`src/rtl/sisc_multicycle_core_if.sv`:
```
// Single-port memory bus between the SISC core (master) and its memory (slave).
// The transfer completes on the cycle where mem_req and mem_ack are both high.
interface sisc_multicycle_core_if #(
    parameter int WIDTH    = 32,
    parameter int ADDRSIZE = 12
);
    logic                mem_req;
    logic                mem_we;
    logic [ADDRSIZE-1:0] mem_addr;
    logic [WIDTH-1:0]    mem_wdata;
    logic [WIDTH-1:0]    mem_rdata;
    logic                mem_ack;

    modport master (
        output mem_req, mem_we, mem_addr, mem_wdata,
        input  mem_rdata, mem_ack
    );

    modport slave (
        input  mem_req, mem_we, mem_addr, mem_wdata,
        output mem_rdata, mem_ack
    );
endinterface

```
`src/rtl/sisc_multicycle_core.sv`:
```
// Multicycle SISC CPU: FETCH/EXEC/MEMRD/MEMWR/ROT/WB/HALT over one req/ack memory port.
// Optional macro SISC_MUL_EN enables the MUL opcode; without it MUL traps as illegal.
module sisc_multicycle_core #(
    parameter int WIDTH    = 32,
    parameter int ADDRSIZE = 12,
    parameter int MAXREGS  = 16
) (
    input  logic                          clk,
    input  logic                          reset,
    sisc_multicycle_core_if.master        mem,
    output logic [ADDRSIZE-1:0]           pc,
    output logic [4:0]                    psr,
    output logic                          halted,
    output logic                          illegal
);
    localparam int RW = $clog2(MAXREGS);

    localparam logic [3:0] OP_NOP = 4'd0,  OP_BRA = 4'd1,  OP_LD  = 4'd2,  OP_STR = 4'd3;
    localparam logic [3:0] OP_ADD = 4'd4,  OP_SUB = 4'd5,  OP_MUL = 4'd6,  OP_CMP = 4'd7;
    localparam logic [3:0] OP_SHF = 4'd8,  OP_ROT = 4'd9,  OP_HLT = 4'd10, OP_MOV = 4'd11;

    typedef enum logic [2:0] {
        S_FETCH, S_EXEC, S_MEMRD, S_MEMWR, S_ROT, S_WB, S_HALT
    } state_t;

    state_t              state_q, state_d;
    logic [ADDRSIZE-1:0] pc_q, pc_d, addr_q, addr_d;
    logic [4:0]          psr_q, psr_d;
    logic [31:0]         ir_q, ir_d;
    logic [WIDTH-1:0]    res_q, res_d, wdata_q, wdata_d;
    logic                carry_q, carry_d, rleft_q, rleft_d;
    logic                req_q, req_d, we_q, we_d, illegal_q, illegal_d;
    logic [11:0]         rcnt_q, rcnt_d;
    logic [WIDTH-1:0]    regs_q [MAXREGS];
    logic                rf_we;

    logic [3:0]          op, cc;
    logic                st, dt, br_take;
    logic [11:0]         src, dst, cnt_mag, rot_amt;
    logic [RW-1:0]       src_idx, dst_idx;
    logic [WIDTH-1:0]    imm, s_val, d_val, shf_res;
    logic [WIDTH:0]      sum, diff;

    assign op      = ir_q[31:28];
    assign st      = ir_q[27];
    assign dt      = ir_q[26];
    assign cc      = ir_q[27:24];
    assign src     = ir_q[23:12];
    assign dst     = ir_q[11:0];
    assign src_idx = src[RW-1:0];
    assign dst_idx = dst[RW-1:0];
    assign imm     = WIDTH'(src);
    assign s_val   = st ? imm : regs_q[src_idx];
    assign d_val   = regs_q[dst_idx];

    // src doubles as a signed shift/rotate count; negative means shift/rotate left
    assign cnt_mag = src[11] ? (~src + 12'd1) : src;
    assign rot_amt = 12'(32'(cnt_mag) % WIDTH);
    assign shf_res = (32'(cnt_mag) >= WIDTH) ? '0 :
                     (src[11] ? (d_val << cnt_mag) : (d_val >> cnt_mag));
    assign sum     = {1'b0, s_val} + {1'b0, d_val};
    assign diff    = {1'b0, s_val} - {1'b0, d_val};

`ifdef SISC_MUL_EN
    logic [2*WIDTH-1:0] prod;
    assign prod = {{WIDTH{1'b0}}, s_val} * {{WIDTH{1'b0}}, d_val};
`endif

    function automatic logic [4:0] flags_f(input logic [WIDTH-1:0] r, input logic c);
        return {r[WIDTH-1], (r == '0), ^r, ~r[0], c};
    endfunction

    always_comb begin
        case (cc)
            4'd0:    br_take = 1'b1;
            4'd1:    br_take = psr_q[0];
            4'd2:    br_take = psr_q[1];
            4'd3:    br_take = psr_q[2];
            4'd4:    br_take = psr_q[3];
            4'd5:    br_take = psr_q[4];
            default: br_take = 1'b0;
        endcase
    end

    always_comb begin
        state_d   = state_q;
        pc_d      = pc_q;
        psr_d     = psr_q;
        ir_d      = ir_q;
        res_d     = res_q;
        carry_d   = carry_q;
        rcnt_d    = rcnt_q;
        rleft_d   = rleft_q;
        req_d     = req_q;
        we_d      = we_q;
        addr_d    = addr_q;
        wdata_d   = wdata_q;
        illegal_d = 1'b0;
        rf_we     = 1'b0;

        case (state_q)
            S_FETCH: begin
                // right after reset no request is pending yet, so issue one
                if (!req_q) begin
                    req_d  = 1'b1;
                    we_d   = 1'b0;
                    addr_d = pc_q;
                end else if (mem.mem_ack) begin
                    ir_d    = mem.mem_rdata[31:0];
                    pc_d    = pc_q + 1'b1;
                    req_d   = 1'b0;
                    state_d = S_EXEC;
                end
            end
            S_EXEC: begin
                state_d = S_FETCH;
                case (op)
                    OP_NOP: ;
                    OP_BRA: if (br_take) pc_d = dst[ADDRSIZE-1:0];
                    OP_LD: begin
                        if (st) begin
                            res_d   = imm;
                            carry_d = 1'b0;
                            state_d = S_WB;
                        end else begin
                            req_d   = 1'b1;
                            we_d    = 1'b0;
                            addr_d  = src[ADDRSIZE-1:0];
                            state_d = S_MEMRD;
                        end
                    end
                    OP_STR: begin
                        req_d   = 1'b1;
                        we_d    = 1'b1;
                        addr_d  = dst[ADDRSIZE-1:0];
                        wdata_d = s_val;
                        state_d = S_MEMWR;
                    end
                    OP_MOV: begin
                        res_d   = s_val;
                        carry_d = 1'b0;
                        state_d = S_WB;
                    end
                    OP_ADD, OP_SUB, OP_MUL, OP_CMP, OP_SHF, OP_ROT: begin
                        if (dt) begin
                            illegal_d = 1'b1;
                        end else begin
                            state_d = S_WB;
                            carry_d = 1'b0;
                            case (op)
                                OP_ADD: begin res_d = sum[WIDTH-1:0];  carry_d = sum[WIDTH];  end
                                OP_SUB: begin res_d = diff[WIDTH-1:0]; carry_d = diff[WIDTH]; end
`ifdef SISC_MUL_EN
                                OP_MUL: begin
                                    res_d   = prod[WIDTH-1:0];
                                    carry_d = |prod[2*WIDTH-1:WIDTH];
                                end
`else
                                OP_MUL: begin
                                    illegal_d = 1'b1;
                                    state_d   = S_FETCH;
                                end
`endif
                                OP_CMP: res_d = ~s_val;
                                OP_SHF: res_d = shf_res;
                                default: begin
                                    res_d   = d_val;
                                    rcnt_d  = rot_amt;
                                    rleft_d = src[11];
                                    if (rot_amt != 12'd0) state_d = S_ROT;
                                end
                            endcase
                        end
                    end
                    OP_HLT:  state_d = S_HALT;
                    default: illegal_d = 1'b1;
                endcase
                if (state_d == S_FETCH) begin
                    req_d  = 1'b1;
                    we_d   = 1'b0;
                    addr_d = pc_d;
                end
            end
            S_MEMRD: begin
                if (mem.mem_ack) begin
                    res_d   = mem.mem_rdata;
                    carry_d = 1'b0;
                    req_d   = 1'b0;
                    state_d = S_WB;
                end
            end
            S_MEMWR: begin
                if (mem.mem_ack) begin
                    psr_d   = flags_f(wdata_q, 1'b0);
                    req_d   = 1'b1;
                    we_d    = 1'b0;
                    addr_d  = pc_q;
                    state_d = S_FETCH;
                end
            end
            S_ROT: begin
                res_d  = rleft_q ? {res_q[WIDTH-2:0], res_q[WIDTH-1]}
                                 : {res_q[0], res_q[WIDTH-1:1]};
                rcnt_d = rcnt_q - 12'd1;
                if (rcnt_q == 12'd1) state_d = S_WB;
            end
            S_WB: begin
                rf_we   = 1'b1;
                psr_d   = flags_f(res_q, carry_q);
                req_d   = 1'b1;
                we_d    = 1'b0;
                addr_d  = pc_q;
                state_d = S_FETCH;
            end
            S_HALT: begin
                req_d = 1'b0;
                we_d  = 1'b0;
            end
            default: state_d = S_FETCH;
        endcase
    end

    always_ff @(posedge clk) begin
        if (reset) begin
            state_q   <= S_FETCH;
            pc_q      <= '0;
            psr_q     <= '0;
            ir_q      <= '0;
            res_q     <= '0;
            carry_q   <= 1'b0;
            rcnt_q    <= '0;
            rleft_q   <= 1'b0;
            req_q     <= 1'b0;
            we_q      <= 1'b0;
            addr_q    <= '0;
            wdata_q   <= '0;
            illegal_q <= 1'b0;
            for (int i = 0; i < MAXREGS; i++) regs_q[i] <= '0;
        end else begin
            state_q   <= state_d;
            pc_q      <= pc_d;
            psr_q     <= psr_d;
            ir_q      <= ir_d;
            res_q     <= res_d;
            carry_q   <= carry_d;
            rcnt_q    <= rcnt_d;
            rleft_q   <= rleft_d;
            req_q     <= req_d;
            we_q      <= we_d;
            addr_q    <= addr_d;
            wdata_q   <= wdata_d;
            illegal_q <= illegal_d;
            if (rf_we) regs_q[dst_idx] <= res_q;
        end
    end

    assign mem.mem_req   = req_q;
    assign mem.mem_we    = we_q;
    assign mem.mem_addr  = addr_q;
    assign mem.mem_wdata = wdata_q;
    assign pc            = pc_q;
    assign psr           = psr_q;
    assign halted        = (state_q == S_HALT);
    assign illegal       = illegal_q;
endmodule

```
`src/flat_wrapper.sv`:
```
// flat-port wrapper written by rule: the top's interface ports become plain ports
module sisc_multicycle_core_flat 
#(
    parameter int WIDTH    = 32,
    parameter int ADDRSIZE = 12,
    parameter int MAXREGS  = 16
)
  (clk, reset, pc, psr, halted, illegal, mem_mem_req, mem_mem_we, mem_mem_addr, mem_mem_wdata, mem_mem_rdata, mem_mem_ack);
  sisc_multicycle_core_if #(.WIDTH(WIDTH), .ADDRSIZE(ADDRSIZE)) mem_i ();
  input  logic clk;
  input  logic reset;
  output logic [ADDRSIZE-1:0] pc;
  output logic [4:0] psr;
  output logic halted;
  output logic illegal;
  output wire logic [$bits(mem_i.mem_req)-1:0] mem_mem_req;
  output wire logic [$bits(mem_i.mem_we)-1:0] mem_mem_we;
  output wire logic [$bits(mem_i.mem_addr)-1:0] mem_mem_addr;
  output wire logic [$bits(mem_i.mem_wdata)-1:0] mem_mem_wdata;
  input wire logic [$bits(mem_i.mem_rdata)-1:0] mem_mem_rdata;
  input wire logic [$bits(mem_i.mem_ack)-1:0] mem_mem_ack;
  assign mem_mem_req = mem_i.mem_req;
  assign mem_mem_we = mem_i.mem_we;
  assign mem_mem_addr = mem_i.mem_addr;
  assign mem_mem_wdata = mem_i.mem_wdata;
  assign mem_i.mem_rdata = mem_mem_rdata;
  assign mem_i.mem_ack = mem_mem_ack;
  sisc_multicycle_core #(.WIDTH(WIDTH), .ADDRSIZE(ADDRSIZE), .MAXREGS(MAXREGS)) u_core (.clk(clk), .reset(reset), .mem(mem_i), .pc(pc), .psr(psr), .halted(halted), .illegal(illegal));
endmodule
```
`config.mk`:
```
export PLATFORM = sky130hd
export DESIGN_NAME = sisc_multicycle_core_flat
export DESIGN_NICKNAME = d
export VERILOG_FILES = /design/src/rtl/sisc_multicycle_core_if.sv /design/src/rtl/sisc_multicycle_core.sv /design/src/flat_wrapper.sv
export SDC_FILE = /design/constraint.sdc
export NUM_CORES = 2
export LEC_CHECK = 0
export CORE_MARGIN = 1.5
export CORE_UTILIZATION = 30
export CTS_CLUSTER_DIAMETER = 50
export CTS_CLUSTER_SIZE = 8
export DETAILED_ROUTE_END_ITERATION = 16
export DONT_BUFFER_PORTS = 1
export PLACE_DENSITY = 0.47
export SETUP_SLACK_MARGIN = 0.2
export SYNTH_ARGS = -nofsm -noshare
export SYNTH_HDL_FRONTEND = slang
export SYNTH_SLANG_ARGS = --single-unit
```
`constraint.sdc`:
```
create_clock -name clk -period 6.7 [get_ports clk]
set_input_delay 1.34 -clock clk [delete_from_list [all_inputs] [get_ports clk]]
set_output_delay 1.34 -clock clk [all_outputs]
set_load 0.02 [all_outputs]
```
* Word level (Yosys, flattened, before mapping) *
Memories as Yosys holds them, arrays and structs flattened. A register that Yosys moved wholly into a read port is not among the register bits.
Cells that the tools add are included.

cells by class
  add/sub/neg operators = 5
  $lt $le $gt $ge = 1
  equality and inequality tests = 38
  shift operators = 2
  muxes and demuxes = 75
  bitwise operators = 8
  reduce and logical (&&, ||, !) cells = 36

operator list
  kind                                                                   number
  32-bit two-way mux                                                     8
  32-bit case mux with 3 select lines                                    2
  32-bit case mux with 5 select lines                                    1
  12-bit two-way mux                                                     12
  12-bit case mux with 2 select lines                                    3
  32-bit zero test                                                       2
  32-bit parity                                                          2
  12-bit case mux with 4 select lines                                    1
  32-bit by 32-bit adder with 33-bit output                              1
  32-bit by 32-bit subtractor with 33-bit output                         1
  32-bit NOT                                                             1
  32-bit OR reduction                                                    1
  32-bit by 12-bit << shifter with 32-bit output                         1
  32-bit by 12-bit >> shifter with 32-bit output                         1
  12-bit by 1-bit adder with 12-bit output, second input constant        2
  4-bit by 3-bit equality test with 1-bit output, second input constant  6
  3-bit two-way mux                                                      8
  1-bit two-way mux                                                      21
  4-bit two-way mux                                                      5
  5-bit AND reduction                                                    4
  3-bit case mux with 6 select lines                                     1
  4-bit by 2-bit equality test with 1-bit output, second input constant  4
  4-bit equality test, second input constant                             4
  3-bit case mux with 5 select lines                                     1
  other kinds (37)                                                       72

storage, ports and cells
  bits in registers = 145
  RAM bits = 512
  input port bits = 35
  memories kept = 1

memories
  memory         depth  width  rd ports  clocked after memory_dff  wr ports  line                        RTL
  u_core.regs_q  16     32     2         2                         16        sisc_multicycle_core.sv:34  logic [WIDTH-1:0] regs_q [MAXREGS];

* Depth between registers and ports, before layout *
  word-level depth = 12
  depth in mapped cells = 21
  depth with buffers taken out = 17

* Least setup slack after synthesis *
Ideal clock, no wire load.

  path kind = reg-to-reg
  start = register (tool-made name)
  end = register u_core.res_q[31]
  setup time = 0.120 ns
  arrival = 5.453 ns
  required time = 6.580 ns
  setup slack = 1.127 ns
  stages on the path, launching flop included = 20
  cell sequence = dfxtp_1 -> buf_2 -> buf_1 -> buf_2 -> mux4_2 -> mux4_2 -> mux2i_1 -> inv_1 -> ha_1 -> clkbuf_1 -> or3_1 -> nor4b_1 -> o31ai_1 -> a21oi_1 -> o22ai_1 -> o31a_1 -> o21ai_0 -> nor3b_1 -> o21a_1 -> o31a_1

RTL lines
  element                 line                         RTL
  end signal: assignment  sisc_multicycle_core.sv:244  res_q <= res_d;
  end: declaration        sisc_multicycle_core.sv:30   logic [WIDTH-1:0] res_q, res_d, wdata_q, wdata_d;

==> results.ini <==
[logic_synthesis]
synthFlopType=edfxtp_1
synth_edf_count=512
synth_compound_area_share_pct=15.7
synthAdderAreaFrac_pct=2.97
synth.area.mux_share_pct=16.8
seq_area_frac_synth_pct=42.3
synthCells=4135
synthXorXnorAreaFrac_pct=1.11
synth_simple_gate_area_share_pct=15.7
ys.warnings.count=0
synth-async-reset-ratio_pct=0
yosys.area.top_type=edfxtp_1
synth_area_leaders=edfxtp_1, mux4_2, dfxtp_1, nor3_1, clkbuf_1
synth.distinct_cells=99
syn_area_per_cell_um2=10.5
synth_seq_cells=665
synthesis.nets=4272
synth_top_area_share_pct=35.3
syn_area_mm2=0.0435
synth_top_family_by_area=multiplexers

[cts]
cts.repair.resized=0
htree_levels=3
root_buffer=clkbuf_16
post_cts_buffers=0
cts_buffers=110
clock_path_buffers=3
cts_tree=built
hold_buffers=0
cts_num_sinks=665
clock_latency_ns=0.75
cts.clk_slew.worst_paths_ns=0.06

[timing]
post-route-min-period_ns=5.95
holdWs_ns=0.465
skew_ns=0.0296
setup-tns-final_ns=0
fmax_ghz=0.168
drv_slew=0
post-route-period-util_pct=88.8
rsz0062_at_grt=no
finalHoldViolations=0
tightestPinTransition_ns=1.38
final-setup-viol-count=0
slew_headroom_pct=8.29

[worst_setup_path]
cp_max_fo=21
criticalPathCategory=flop to flop
worstSetupStartpointType=flop
crit_arrival_ns=6.63
endpoint_kind=flop
cp.required_ns=7.38

[placement]
port_buffers=0
place.gp.congestion=1.05
hpwl_mm=136

[routing]
wl_per_cell_um=33.4
dr.max_layer_used=met5
via_count=38200
drcViolationCount=0
antenna_left=0
drt-met1-wl_mm=82.4
wl_met2_mm=89.5
wl_mm=200
drtPass1Iterations=6
drt-vias-per-instance=6.38
drt_iter0_drc=5096
met3_length_mm=19.2

[floorplanning]
top_level_ports=100
die_x_um=384
die_area_mm2=0.147
dieHeight_um=384
core_mm2=0.144
start_util_pct=30.3
rows=139

[final_layout]
nNetsFinal=4137
fin_util_pct=34.4
syn_to_final_growth_pct=13.7
drive_above_1_share_pct=18.9

[min_path]
hp-start=u_core.ir_q[5]
hold_class=flop to flop

[pwr]
ir_drop_mv=0.224
power_density_mw_per_mm2=361
p_leak_nw=15.8

[global_route]
grt_start_max_net_pins=141
grt_pass1_wl_mm=283
grt_overflow=0
grt_pass1_vias=36700
antenna_found_initial=12
grt_use_total_pct=26.5

[job]
cap_viol_max_count=0

[outcome]
outcome=complete, no violations

-- Yosys cell counts, drive strengths merged (43+ instances only) --
library cell	instances
a211oi	77
a21oi	266
a221oi	60
buf	75
clkbuf	358
dfxtp	153
edfxtp	512
ha	100
inv	113
mux2i	59
mux4	287
nand2	266
nand3	43
nor2	288
nor2b	46
nor3	449
nor4	163
o21ai	156
o22ai	54
-- cell usage in the layout (no fill, tap or decap), types with 19 or more instances in the layout --
master	instances
inv_1	106
o221ai_1	20
ha_1	100
a22o_1	33
o211ai_1	28
nand2b_1	28
mux4_2	287
xnor2_1	39
a21oi_1	266
o22ai_1	54
clkbuf_1	32
nor3_1	443
buf_4	173
o31ai_1	19
nor4_1	160
o21ai_0	136
nand3_1	41
dfxtp_1	142
a31oi_1	24
clkinv_1	41
a211oi_1	75
a22oi_1	32
mux2_2	24
nor2_1	280
nand2_1	265
mux2i_1	57
nor2b_1	43
a221oi_1	42
clkbuf_16	111
edfxtp_1	512
-- final timing paths --
path | endpoint | slack [ns] | cells after the start
setup / recovery | u_core.res_q[22] | 0.75 | 15
hold / removal | u_core.ir_q[5] | 0.46 | 2
hold reg to reg | u_core.ir_q[5] | 0.46 | 2
setup reg to reg | u_core.res_q[22] | 0.75 | 15
-- metal layers --
layer  global-route usage, %  up-vias
met1                    36.1    19500
met2                    40.9     2253
met5                       0        -
li1                        -    16000
met3                    5.50      429
met4                    11.0        4
-- area by class of cell --
| type | count | area [um2] |
|---|---|---|
| fill | 14400 | 94300 |
| multi-input combinational | 2890 | 23100 |
| sequential | 665 | 18500 |
| clock buffer | 148 | 2970 |
| tap | 1903 | 2380 |
| timing repair buffer | 186 | 1560 |
| inverter | 147 | 552 |
| clock inverter | 38 | 412 |
| antenna | 12 | 30.0 |
-- through the flow --
stage / setup WS (ns) / instance area, um2 / total power, mW / cells
2_1_floorplan: 1.13 / 43500 / 9.50 / 4135
3_3_place_gp: 0.864 / 46100 / 12.4 / 5791
3_5_place_dp: 0.881 / 46100 / 12.3 / 5791
4_1_cts: 0.861 / 49500 / 17.7 / 5977
5_1_grt: 0.508 / 49500 / 18.4 / 5987
6_report: 0.752 / 49500 / 17.8 / 5989
-- logic make-up after synthesis --
| group | after synthesis |
|---|---|
| fa+ha+maj | 102 |
| mux | 370 |
| compound gates | 973 |
| xor+xnor | 55 |
| simple gates | 1390 |
| buf+inv | 580 |
| flops | 665 |
-- critical path: stages, from the launching register on --
cell      delay (ns)
dfxtp_4         0.66
buf_4           0.30
mux4_2          0.53
mux4_2          0.59
mux2i_1         0.40
inv_1           0.23
ha_1            0.46
inv_1           0.10
a21oi_1         0.40
o21ai_0         0.23
o211ai_1        0.23
a22o_1          0.36
o221ai_1        0.32
o21ai_0         0.62
a41oi_1         0.21
a21oi_1         0.23
-- registers in the layout, summed over array words and instances, names as in the netlist, named ones only --
register	count
u_core.mem.mem_wdata	32
u_core.state_q	3
u_core.mem.mem_addr	12
u_core.illegal	1
u_core.res_q	32
u_core.ir_q	32
u_core.carry_q	1
u_core.pc	12
u_core.regs_q	512
u_core.mem.mem_req	1
u_core.mem.mem_we	1
u_core.psr	5
u_core.rcnt_q	12
u_core.rleft_q	1
-- report_power, final --
| part | switching [mW] | internal, mW |
|---|---|---|
| registers | 0.388 | 4.70 |
| clock network | 2.11 | 3.24 |
| logic | 5.09 | 2.33 |
No activity file was read; power rests on OpenSTA's default activity.
